[src/rtl/hazard_pkg.sv]
// rtl/hazard_pkg.sv - shared divider state type, register-zero constant and latency default
package hazard_pkg;

   typedef enum logic [1:0] {
      DIV_IDLE = 2'd0,
      DIV_BUSY = 2'd1,
      DIV_WB   = 2'd2
   } div_state_e;

   localparam logic [4:0] REG_ZERO            = 5'd0;
   localparam int         DIV_LATENCY_DEFAULT = 8;

   // A source only conflicts with a producer if it is really read and the producer is not $0.
   function automatic logic reg_hit(input logic use_src, input logic [4:0] src,
                                    input logic [4:0] dst);
      return use_src && (src == dst) && (dst != REG_ZERO);
   endfunction

endpackage

[src/rtl/hazard_scoreboard_if.sv]
// rtl/hazard_scoreboard_if.sv - ID-stage request and hazard response bundle
interface hazard_scoreboard_if;

   logic       ID_valid;
   logic [4:0] ID_Rs;
   logic [4:0] ID_Rt;
   logic       ID_use_rs;
   logic       ID_use_rt;
   logic       ID_regwrite;
   logic [4:0] ID_writereg;
   logic       ID_memread;
   logic       ID_isdiv;
   logic       flush;
   logic       stall;
   logic       div_busy;
   logic [4:0] div_writereg;
   logic       div_wb;

   modport master (
      output ID_valid, ID_Rs, ID_Rt, ID_use_rs, ID_use_rt, ID_regwrite,
             ID_writereg, ID_memread, ID_isdiv, flush,
      input  stall, div_busy, div_writereg, div_wb
   );

   modport slave (
      input  ID_valid, ID_Rs, ID_Rt, ID_use_rs, ID_use_rt, ID_regwrite,
             ID_writereg, ID_memread, ID_isdiv, flush,
      output stall, div_busy, div_writereg, div_wb
   );

endinterface

[src/rtl/hazard_div_tracker.sv]
// rtl/hazard_div_tracker.sv - multi-cycle divider occupancy FSM with latched destination
import hazard_pkg::*;

module hazard_div_tracker #(
   parameter int DIV_LATENCY = DIV_LATENCY_DEFAULT
) (
   input  logic       clk,
   input  logic       rst_n,
   input  logic       start_i,
   input  logic [4:0] writereg_i,
   output div_state_e state_o,
   output logic       busy_o,
   output logic       wb_o,
   output logic [4:0] writereg_o
);

   localparam logic [3:0] CNT_LOAD = 4'(DIV_LATENCY - 1);

   div_state_e state_q;
   logic [3:0] cnt_q;
   logic       busy_q;
   logic       wb_q;
   logic [4:0] writereg_q;

   // busy/wb are registered alongside the state so they never glitch.
   always_ff @(posedge clk or negedge rst_n) begin
      if (!rst_n) begin
         state_q    <= DIV_IDLE;
         cnt_q      <= 4'd0;
         busy_q     <= 1'b0;
         wb_q       <= 1'b0;
         writereg_q <= REG_ZERO;
      end else begin
         case (state_q)
            DIV_IDLE: begin
               if (start_i) begin
                  state_q    <= DIV_BUSY;
                  cnt_q      <= CNT_LOAD;
                  writereg_q <= writereg_i;
                  busy_q     <= 1'b1;
               end
            end
            DIV_BUSY: begin
               if (cnt_q == 4'd0) begin
                  state_q <= DIV_WB;
                  wb_q    <= 1'b1;
               end else begin
                  cnt_q <= cnt_q - 4'd1;
               end
            end
            DIV_WB: begin
               state_q <= DIV_IDLE;
               wb_q    <= 1'b0;
               busy_q  <= 1'b0;
            end
            default: begin
               state_q <= DIV_IDLE;
               wb_q    <= 1'b0;
               busy_q  <= 1'b0;
            end
         endcase
      end
   end

   assign state_o    = state_q;
   assign busy_o     = busy_q;
   assign wb_o       = wb_q;
   assign writereg_o = writereg_q;

endmodule

[src/rtl/hazard_scoreboard.sv]
// rtl/hazard_scoreboard.sv - load-use and divider hazard detection for the ID stage
// Optional stall statistics counter enabled by HAZARD_STATS_EN.
import hazard_pkg::*;

module hazard_scoreboard #(
   parameter int DIV_LATENCY = DIV_LATENCY_DEFAULT
) (
   input  logic                clk,
   input  logic                rst_n,
   hazard_scoreboard_if.slave  id_if
`ifdef HAZARD_STATS_EN
   ,
   output logic [31:0]         stall_count
`endif
);

   div_state_e div_state;
   logic       div_busy;
   logic       div_wb;
   logic [4:0] div_wreg;

   logic       ld_pend_q, ld_pend_d;
   logic [4:0] ld_reg_q, ld_reg_d;

   logic       issue;
   logic       div_active;
   logic       load_use;
   logic       div_raw;
   logic       div_waw;
   logic       div_struct;
   logic       stall_w;

   assign div_active = (div_state != DIV_IDLE);

   assign load_use   = ld_pend_q &&
                       (reg_hit(id_if.ID_use_rs, id_if.ID_Rs, ld_reg_q) ||
                        reg_hit(id_if.ID_use_rt, id_if.ID_Rt, ld_reg_q));
   assign div_raw    = div_active &&
                       (reg_hit(id_if.ID_use_rs, id_if.ID_Rs, div_wreg) ||
                        reg_hit(id_if.ID_use_rt, id_if.ID_Rt, div_wreg));
   assign div_waw    = div_active && reg_hit(id_if.ID_regwrite, id_if.ID_writereg, div_wreg);
   assign div_struct = id_if.ID_isdiv && div_active;

   assign stall_w = id_if.ID_valid && (load_use || div_raw || div_waw || div_struct);
   assign issue   = id_if.ID_valid && !stall_w && !id_if.flush;

   // The load shadow lasts exactly one cycle: any cycle without an issuing load clears it.
   always_comb begin
      ld_pend_d = issue && id_if.ID_memread && id_if.ID_regwrite;
      ld_reg_d  = ld_pend_d ? id_if.ID_writereg : ld_reg_q;
   end

   always_ff @(posedge clk or negedge rst_n) begin
      if (!rst_n) begin
         ld_pend_q <= 1'b0;
         ld_reg_q  <= REG_ZERO;
      end else begin
         ld_pend_q <= ld_pend_d;
         ld_reg_q  <= ld_reg_d;
      end
   end

   hazard_div_tracker #(
      .DIV_LATENCY (DIV_LATENCY)
   ) u_div (
      .clk        (clk),
      .rst_n      (rst_n),
      .start_i    (issue && id_if.ID_isdiv),
      .writereg_i (id_if.ID_writereg),
      .state_o    (div_state),
      .busy_o     (div_busy),
      .wb_o       (div_wb),
      .writereg_o (div_wreg)
   );

   assign id_if.stall        = stall_w;
   assign id_if.div_busy     = div_busy;
   assign id_if.div_writereg = div_wreg;
   assign id_if.div_wb       = div_wb;

`ifdef HAZARD_STATS_EN
   logic [31:0] stall_count_q;

   always_ff @(posedge clk or negedge rst_n) begin
      if (!rst_n) begin
         stall_count_q <= 32'd0;
      end else if (stall_w && (stall_count_q != 32'hFFFF_FFFF)) begin
         stall_count_q <= stall_count_q + 32'd1;
      end
   end

   assign stall_count = stall_count_q;
`endif

endmodule

[src/flat_wrapper.sv]
// flat-port wrapper written by rule: the top's interface ports become plain ports
module hazard_scoreboard_flat 
#(
   parameter int DIV_LATENCY = DIV_LATENCY_DEFAULT
)
  (clk, rst_n, id_if_ID_valid, id_if_ID_Rs, id_if_ID_Rt, id_if_ID_use_rs, id_if_ID_use_rt, id_if_ID_regwrite, id_if_ID_writereg, id_if_ID_memread, id_if_ID_isdiv, id_if_flush, id_if_stall, id_if_div_busy, id_if_div_writereg, id_if_div_wb);
  hazard_scoreboard_if id_if_i ();
  input  logic clk;
  input  logic rst_n;
  input wire logic [$bits(id_if_i.ID_valid)-1:0] id_if_ID_valid;
  input wire logic [$bits(id_if_i.ID_Rs)-1:0] id_if_ID_Rs;
  input wire logic [$bits(id_if_i.ID_Rt)-1:0] id_if_ID_Rt;
  input wire logic [$bits(id_if_i.ID_use_rs)-1:0] id_if_ID_use_rs;
  input wire logic [$bits(id_if_i.ID_use_rt)-1:0] id_if_ID_use_rt;
  input wire logic [$bits(id_if_i.ID_regwrite)-1:0] id_if_ID_regwrite;
  input wire logic [$bits(id_if_i.ID_writereg)-1:0] id_if_ID_writereg;
  input wire logic [$bits(id_if_i.ID_memread)-1:0] id_if_ID_memread;
  input wire logic [$bits(id_if_i.ID_isdiv)-1:0] id_if_ID_isdiv;
  input wire logic [$bits(id_if_i.flush)-1:0] id_if_flush;
  output wire logic [$bits(id_if_i.stall)-1:0] id_if_stall;
  output wire logic [$bits(id_if_i.div_busy)-1:0] id_if_div_busy;
  output wire logic [$bits(id_if_i.div_writereg)-1:0] id_if_div_writereg;
  output wire logic [$bits(id_if_i.div_wb)-1:0] id_if_div_wb;
  assign id_if_i.ID_valid = id_if_ID_valid;
  assign id_if_i.ID_Rs = id_if_ID_Rs;
  assign id_if_i.ID_Rt = id_if_ID_Rt;
  assign id_if_i.ID_use_rs = id_if_ID_use_rs;
  assign id_if_i.ID_use_rt = id_if_ID_use_rt;
  assign id_if_i.ID_regwrite = id_if_ID_regwrite;
  assign id_if_i.ID_writereg = id_if_ID_writereg;
  assign id_if_i.ID_memread = id_if_ID_memread;
  assign id_if_i.ID_isdiv = id_if_ID_isdiv;
  assign id_if_i.flush = id_if_flush;
  assign id_if_stall = id_if_i.stall;
  assign id_if_div_busy = id_if_i.div_busy;
  assign id_if_div_writereg = id_if_i.div_writereg;
  assign id_if_div_wb = id_if_i.div_wb;
  hazard_scoreboard #(.DIV_LATENCY(DIV_LATENCY)) u_core (.clk(clk), .rst_n(rst_n), .id_if(id_if_i));
endmodule
[config.mk]
export PLATFORM = sky130hd
export DESIGN_NAME = hazard_scoreboard_flat
export DESIGN_NICKNAME = d
export VERILOG_FILES = /design/src/rtl/hazard_pkg.sv /design/src/rtl/hazard_scoreboard_if.sv /design/src/rtl/hazard_div_tracker.sv /design/src/rtl/hazard_scoreboard.sv /design/src/flat_wrapper.sv
export SDC_FILE = /design/constraint.sdc
export NUM_CORES = 1
export LEC_CHECK = 0
export BUFFER_PORTS_ARGS = -buffer_cell sky130_fd_sc_hd__buf_2
export CORE_AREA = 2 2 54 56
export CTS_CLUSTER_DIAMETER = 200
export CTS_CLUSTER_SIZE = 20
export DETAILED_ROUTE_END_ITERATION = 10
export DIE_AREA = 0 0 56 58
export PLACE_DENSITY_LB_ADDON = 0.25
export SYNTH_ARGS = -nofsm -noshare
export SYNTH_HDL_FRONTEND = slang
export SYNTH_SLANG_ARGS = --single-unit
[constraint.sdc]
create_clock -name clk -period 2.3 [get_ports clk]
set_input_delay 0.23 -clock clk [delete_from_list [all_inputs] [get_ports clk]]
set_output_delay 0.23 -clock clk [all_outputs]
set_load 0.02 [all_outputs]
Word level (Yosys, flattened, before mapping)
Index checks and enable logic that the tools add are counted.

storage, ports and cells
  register bits = 19
  input port bits = 24
  output and inout port bits = 8
  logic and storage cells = 67

operators by class
  add/sub/neg operators = 1
  equal/unequal tests = 9
  muxes and demuxes = 10
  bitwise operators = 2
  reduce and logical (&&, ||, !) cells = 38

operators with widths
  cell                 number
  $eq 5x5->1           5
  $logic_and 1x1->1    20
  $reduce_bool 5->1    2
  $mux 4               2
  $pmux 4 s2           1
  $reduce_and 2->1     4
  $ne 2x2->1 const B   3
  $logic_or 1x1->1     5
  $logic_not 4->1      1
  $mux 2               2
  $pmux 1 s2           2
  $pmux 2 s2           1
  $reduce_bool 2->1    2
  $sub 4x1->4 const B  1
  $reduce_and 3->1     1
  $eq 2x1->1 const B   1
  $logic_not 1->1      2
  $logic_not 2->1      1
  $mux 1               2
  $not 1->1            2

Logic depth before layout (Yosys ltp)
Gate-level depths: netlist of run 1.

  depth after elaboration = 15
  mapped depth = 7
  mapped depth without buffers = 7

By module
From an unflattened synthesis of run 1, not the netlist that was laid out.

unflattened totals
  cell total of the unflattened synthesis = 107
  area, all modules = 1261.2 um2

by module, submodules not included
  module              instances  cells each  area each (um2)  seq. area each (um2)
  hazard_scoreboard   1          57          633.1            150.1
  hazard_div_tracker  1          50          628.1            325.3

Least setup slack after synthesis of run 1
No wires, ideal clock.

  path type = flip-flop to flip-flop
  start = reg u_core.ld_reg_q[1]
  end = reg u_core.ld_reg_q[0]
  library setup time = 0.125 ns
  data arrival time = 1.825 ns
  required time = 2.175 ns
  path slack = 0.350 ns
  cell stages (with the launch flop) = 6
  path buffers = 0
  period minus slack after synthesis = 1.950 ns
  path through = dfrtp_1 -> or4_1 -> o21a_1 -> and2_4 -> a211o_4 -> mux2_4

on the way
  longest elaborated chain between the ends = 14
  elaborated cells on any way between the ends = 18
  those cells by class = eq/ne (2); reduce/logical (16)

RTL lines
  what                              line                     text
  from (decl)                       hazard_scoreboard.sv:23  logic [4:0] ld_reg_q, ld_reg_d;
  from (signal assigned)            hazard_scoreboard.sv:59  ld_reg_q <= ld_reg_d;
  $eq 5x5->1                        hazard_pkg.sv:16         return use_src && (src == dst) && (dst != REG_ZERO);
  $logic_and 1x1->1 (2 in a row)    hazard_pkg.sv:16
  $logic_or 1x1->1 *                hazard_scoreboard.sv:36  (reg_hit(id_if.ID_use_rs, id_if.ID_Rs, ld_reg_q) ||
  $logic_and 1x1->1 *               hazard_scoreboard.sv:35  assign load_use = ld_pend_q &&
  $logic_or 1x1->1 * (3 in a row)   hazard_scoreboard.sv:44  assign stall_w = id_if.ID_valid && (load_use || div_raw || div_waw || div_struct);
  $logic_and 1x1->1 *               hazard_scoreboard.sv:44
  $logic_not 1->1 *                 hazard_scoreboard.sv:45  assign issue = id_if.ID_valid && !stall_w && !id_if.flush;
  $logic_and 1x1->1 * (2 in a row)  hazard_scoreboard.sv:45
  $logic_and 1x1->1 * (2 in a row)  hazard_scoreboard.sv:49  ld_pend_d = issue && id_if.ID_memread && id_if.ID_regwrite;

Mark *: on every way between the ends. The rest lies on a longest branch, timed or not.
A chain may end at the register's enable or synchronous reset.

Worst setup path in the final report of run 1
  start = reg u_core.u_div.writereg_q[3], in the netlist u_core.u_div.writereg_o[3]
  end = out id_if_stall

on the way
  longest elaborated chain between the ends = 9
  elaborated cells on any way between the ends = 17
  those cells by class = eq/ne (3); reduce/logical (14)

RTL lines
  what                             line                      text
  from (decl)                      hazard_div_tracker.sv:23  logic [4:0] writereg_q;
  from (signal assigned)           hazard_div_tracker.sv:39  writereg_q <= writereg_i;
  $eq 5x5->1                       hazard_pkg.sv:16
  $logic_and 1x1->1 (2 in a row)   hazard_pkg.sv:16
  $logic_or 1x1->1                 hazard_scoreboard.sv:39   (reg_hit(id_if.ID_use_rs, id_if.ID_Rs, div_wreg) ||
  $logic_and 1x1->1                hazard_scoreboard.sv:38   assign div_raw = div_active &&
  $logic_or 1x1->1                 hazard_scoreboard.sv:44
  $logic_or 1x1->1 * (2 in a row)  hazard_scoreboard.sv:44
  $logic_and 1x1->1 *              hazard_scoreboard.sv:44
  to (decl)                        flat_wrapper.sv:20        output wire logic [$bits(id_if_i.stall)-1:0] id_if_stall;

Marks and branches as above.

==> metrics.yaml, run 1 <==
status: "finished clean"
layout_commonest_cell: "buf_2"
vdd_ir_drop_max_mv: 0.6183
syn_area_mm2: 0.001140
dr.pass1.iters: 4
die_area_mm2: 0.003248
worstPathMaxFanout: 6
num_rows: 19
powerDensity_mw_per_mm2: 1121
numCtsBuffers: 3
slew_headroom: 0.7137
critical_path_class: "reg -> out"
synth_seq_cells: 19
syn_inst: 106
htree_levels: 1
dpl.hpwl_mm: 1.863
drt-met1-wl_mm: 1.057
layout-drive-gt1-share: 0.3404
synth_top_area_cell: "dfrtp_1"
setup_viol: 0
wl_met3_um: 114
ant_nets: 0
clock_path_buffers: 2
final_cell_mix: "buf_2, dfrtp_1, xnor2_1"
worstSetupStartpointType: "flop"
final.setup.tns_ns: 0
maxCapViolations: 0
grt_pass1_wl_mm: 3.864
cp.arrival_ns: 1.92
die_y_um: 58
min_path_type: "in -> reg"
dp_cells: 167
cts_root_buf: "clkbuf_4"
synthTopCellsByArea: "dfrtp_1, xnor2_1, xor2_1"
drt_iter0_markers: 14
grt_pass1_vias: 891
clkSlewWorstSetupHoldPaths_ns: 0.10
post-cts-setup-buffers: 0
max_freq_ghz: 0.4655
tightestPinTransition_ns: 0.4295
route.met2.wl_mm: 1.075
drc: 0
ios: 32
crit_required_ns: 2.07
drt_wl_total_mm: 2.323
leakage_nw: 0.6417
slew_violations: 0
rsz0062_at_grt: "false"
crit_path_end_kind: "output port"
cts_tree: "done"
cts_sinks: 19
avgSynthCellArea_um2: 10.75
track_usage: 0.1540
nets: 167
die_x_um: 56
yosys_warnings: 0
syn_to_final_growth_pct: 20.31
overflow: 0
finalClockSkew_ns: 0.008162
ys_seq_area_frac: 0.4171
via_count: 902
place.gp.congestion: 0.9005
whs_ns: 0.2128
syn_nets: 131
synthDistinctLibCells: 30
finalHoldViolations: 0
synth_top_area_frac: 0.4171
wire_per_inst_um: 13.51
core_area_mm2: 0.002663
port_buffers: 31
topRoutingLayerUsed: "met4"
via_per_inst: 5.244
grt_max_degree: 20
clk_latency_ns: 0.28
fin_crit_ns: 2.148
n_antenna_cell: 0
final_cells: 172
start_util: 0.4281
antenna_found_initial: 0
min_period_over_period: 0.9340
==> Yosys cell counts, drive strengths merged <==
library cell,count
a32oi,1
xnor2,13
a22oi,1
a21oi,3
nand4b,1
o21ai,3
a211o,2
nor2b,2
nand3b,1
ha,1
a31oi,1
a21o,1
xor2,12
nor2,5
nand4,2
o22ai,1
nand2,5
dfrtp,19
nor4,5
nor3,1
nand3,4
or4,1
mux2,10
inv,5
and2,1
buf,1
nand2b,2
o21a,2
==> metrics by stage <==
step	area [µm²]	setup WS [ns]	power, mW	util
global route	1371	0.009930	1.665	0.5150
finish	1371	0.1517	1.537	0.5150
global placement	1323	0.3059	1.360	0.4967
floorplan	1140	0.3503	1.162	-
detailed placement	1323	0.2814	1.374	0.4967
CTS	1359	0.01419	1.538	0.5103
==> layer usage <==
| layer | GRT usage | vias to the layer above |
|---|---|---|
| li1 | - | 447 |
| met1 | 0.1948 | 419 |
| met2 | 0.2622 | 28 |
| met5 | 0 | - |
| met4 | 0.07483 | 0 |
| met3 | 0.02009 | 8 |
==> cell families (layout without fill, tap and decap cells) <==
logic type      Yosys count  after routing  synth area share
buf+inv                   6             41           0.02635
xor+xnor                 25             25            0.1921
simple gates             30             30            0.1438
flops                    19             19            0.4171
compound gates           15             15           0.09441
fa+ha+maj                 1              1           0.01098
mux                      10             10            0.1153
==> registers in the layout (all words and copies together) (netlist names) <==
name	flops
u_core.u_div.busy_o	1
u_core.u_div.wb_o	1
u_core.ld_reg_q	5
u_core.u_div.cnt_q	4
u_core.u_div.writereg_o	5
u_core.u_div.state_o	2
u_core.ld_pend_q	1
==> worst paths after layout <==
kind / startpoint / endpoint / slack [ns] / cells past startpoint
worst max-delay path: u_core.u_div.writereg_o[3]$_DFFE_PN0P_ / id_if_stall / 0.15 / 7
min in group asynchronous: rst_n / u_core.ld_reg_q[0]$_DFFE_PN0P_ / 0.41 / 2
worst min-delay path: id_if_ID_writereg[0] / u_core.ld_reg_q[0]$_DFFE_PN0P_ / 0.21 / 2
max in group asynchronous: rst_n / u_core.u_div.busy_o$_DFFE_PN0P_ / 1.59 / 2
worst max register to register: u_core.ld_reg_q[1]$_DFFE_PN0P_ / u_core.ld_reg_q[4]$_DFFE_PN0P_ / 0.28 / 5
worst min register to register: u_core.u_div.wb_o$_DFFE_PN0P_ / u_core.u_div.wb_o$_DFFE_PN0P_ / 0.49 / 1
==> power breakdown <==
group / total, mW / switching (mW) / leakage, nW / internal, mW
clock network: 0.159 / 0.0913 / 0.0150 / 0.0672
registers: 0.681 / 0.205 / 0.229 / 0.476
logic: 0.697 / 0.339 / 0.398 / 0.358
total: 1.54 / 0.636 / 0.642 / 0.901
==> critical path: stages, from the launching register on <==
cell and delay (ns):
dfrtp_1 0.48, xor2_1 0.20, nor4_2 0.33, a31oi_1 0.14, nand3_1 0.13, a21oi_1 0.07
nor2b_1 0.13, buf_2 0.17
==> timing repair <==
action                     4_1_cts  5_1_grt
hold buffers                     1        0
setup endpoints to repair        0        1
gates resized for setup          0        2
hold endpoints to repair        19        0
==> final cells by class <==
class | instances | area (µm²)
Fill cell | 258 | 1291
Multi-Input combinational cell | 81 | 646.9
Sequential cell | 19 | 475.5
Timing Repair Buffer | 32 | 165.2
Tap cell | 31 | 38.79
Clock buffer | 4 | 26.28
Inverter | 5 | 18.77
No activity file was read; power rests on OpenSTA's default activity.
==> run 2, diff against run 1 <==
- CORE_AREA: 2 2 54 56 -> 2 2 56 58
- DIE_AREA: 0 0 56 58 -> 0 0 58 60
- SYNTH_HIERARCHICAL: not set -> 1
==> metrics.yaml, run 2 <==
status: "finished, violations left"
violations: "setup timing"
synthFlopType: "dfrtp_1"
clk_latency_ns: 0.30
synthDistinctLibCells: 37
synthArstFlopShare: 1.000
place_worst_setup_slack_ns: -0.06870
n_antenna_cell: 0
syn_inst: 107
slew_violations: 0
port_buffers: 31
syn_nets: 132
leakage_nw: 0.8101
max_freq_ghz: 0.4323
cp.arrival_ns: 2.08
slowest_delay_ns: 0.48
final_cells: 194
antenna_found_initial: 0
crit_required_ns: 2.07
avgSynthCellArea_um2: 11.79
clock_path_buffers: 2
yosys_warnings: 6
maxCapViolations: 0
place.gp.congestion: 0.8489
grt_pass1_vias: 1083
tightestPinTransition_ns: 0.5113
die_x_um: 58
cpMaxStageDelayCell: "dfrtp_2"
worstPathMaxFanout: 5
ios: 32
start_util: 0.4345
dpl.hpwl_mm: 2.307
crit_chain: "xor2_1 > nor4_2 > a31oi_2 > a31o_4 > buf_6 > a21boi_2 > buf_4"
cts_tree: "done"
ys_seq_area_frac: 0.3770
placed_area_mm2: 0.001543
min_path_type: "in -> reg"
ant_nets: 0
drt_iter0_markers: 23
layout_commonest_cell: "buf_2"
worstSetupStartpointType: "flop"
core_area_mm2: 0.002903
overflow: 0
final_cell_mix: "buf_2, xor2_1, dfrtp_1"
seqCellArea_um2: 480.5
htree_levels: 1
post-route-cell-area_mm2: 0.001723
syn_to_final_growth_pct: 36.61
finalClockSkew_ns: 0.01150
synth_top_area_cell: "dfrtp_1"
num_rows: 20
layout_setup_ws_ns: -0.01308
synth_top_area_frac: 0.3770
critical_path_class: "reg -> out"
power_mw: 1.997
wire_per_inst_um: 15.75
synth_commonest_cells: "xor2_1, dfrtp_1, mux2_4, nor4_1, xnor2_1"
min_period_over_period: 1.006
track_usage: 0.1962
utilization: 0.5935
nets: 187
grt_max_degree: 20
synthTopCellsByArea: "dfrtp_1, xor2_1, mux2_4"
die_area_mm2: 0.003480
synth_edf_count: 0
nFillCells: 242
crit_path_end_kind: "output port"
finalHoldViolations: 0
syn_area_mm2: 0.001261
clkSlewWorstSetupHoldPaths_ns: 0.11
dr.pass1.iters: 4
drc: 0
setup_viol: 6
cts_sinks: 19
layout-drive-gt1-share: 0.5342
powerDensity_mw_per_mm2: 1159
fin_crit_ns: 2.313
via_per_inst: 5.340
grt_pass1_wl_mm: 4.995
rsz0062_at_grt: "true"
cts_root_buf: "clkbuf_4"
via_count: 1036
numCtsBuffers: 3
dp_cells: 182
drt_wl_total_mm: 3.055
die_y_um: 60
multiInputGateArea_um2: 807.0
rrSetupSlack_ns: -0.01
slew_headroom: 0.6576
vdd_ir_drop_max_mv: 0.6646
synth_seq_cells: 19
synth_most_common_cell: "xor2_1"
run 2: cell types whose count changed after synthesis, moves of 3 or more:
cell and delta:
o21ai_0 -3, mux2_4 +5, mux2_2 -5, xnor2_1 -8, nand2_1 -3, nor2_1 -4
xor2_1 +8
run 2: repair_timing:
action | CTS | global route
cloned | 0 | 0
hold buffers | 1 | 0
setup endpoints to repair | 9 | 13
endpoints found under the hold margin | 19 | 0
pin swaps | 8 | 8
buffers inserted | 5 | 2
gates resized for setup | 10 | 8
run 2: per-stage QoR:
step           hold WS [ns]  setup TNS [ns]
2_1_floorplan      -0.06559         -0.5846
3_3_place_gp         0.1944         -0.1876
3_5_place_dp         0.2015         -0.3969
4_1_cts              0.2061        -0.07186
5_1_grt              0.1989         -0.4520
6_report             0.2149        -0.03138
run 2: critical path, delay by kind of cell, from the launching register on:
family | cells | cell delay, ns
buffers and inverters | 2 | 0.26
XOR/XNOR | 1 | 0.17
flip-flops | 1 | 0.48
AO/OA/AOI/OAI | 3 | 0.53
AND/OR/NAND/NOR | 1 | 0.34
run 2: final timing paths:
path	start	end	depth (start not counted)
max in group asynchronous	rst_n	u_core/u_div/writereg_o[0]$_DFFE_PN0P_	2
hold reg to reg	u_core/u_div/busy_o$_DFFE_PN0P_	u_core/u_div/busy_o$_DFFE_PN0P_	1
min in group asynchronous	rst_n	u_core/u_div/state_o[0]$_DFFE_PN0P_	2
hold / removal	id_if_ID_writereg[1]	u_core/ld_reg_q[1]$_DFFE_PN0P_	2
setup / recovery	u_core/u_div/writereg_o[4]$_DFFE_PN0P_	id_if_stall	7
setup reg to reg	u_core/u_div/writereg_o[1]$_DFFE_PN0P_	u_core/u_div/writereg_o[1]$_DFFE_PN0P_	7
run 2: cell type report:
class                   count  share of cell area
inverters                   4            0.008715
repair buffers             52              0.2048
well taps                  33             0.02397
multi-input cells          82              0.4684
clock buffers               4             0.01525
flip-flops and latches     19              0.2789
run 2: metal layers:
metal  part of all wire  vias up  track usage
met3              0.052        4      0.02814
met4              0.013        0      0.08306
met1               0.44      506       0.2507
li1                   -      498            -
met5                  0        -            0
met2               0.50       28       0.3328
run 2: cell families after synthesis:
kind of cell               after synthesis  synth area share
adders and majority gates                1          0.009919
and+or+nand+nor                         28            0.1627
DFF                                     19            0.3770
buffers and inverters                    6           0.02479
xor gates and xnor gates                25            0.1736
AOI/OAI and AO/OA                       18            0.1330
muxes                                   10            0.1190
run 2: report_power, final:
group | switching, mW | total [mW] | internal [mW]
clock network | 0.0992 | 0.167 | 0.0675
registers | 0.154 | 0.640 | 0.486
logic | 0.550 | 1.19 | 0.640
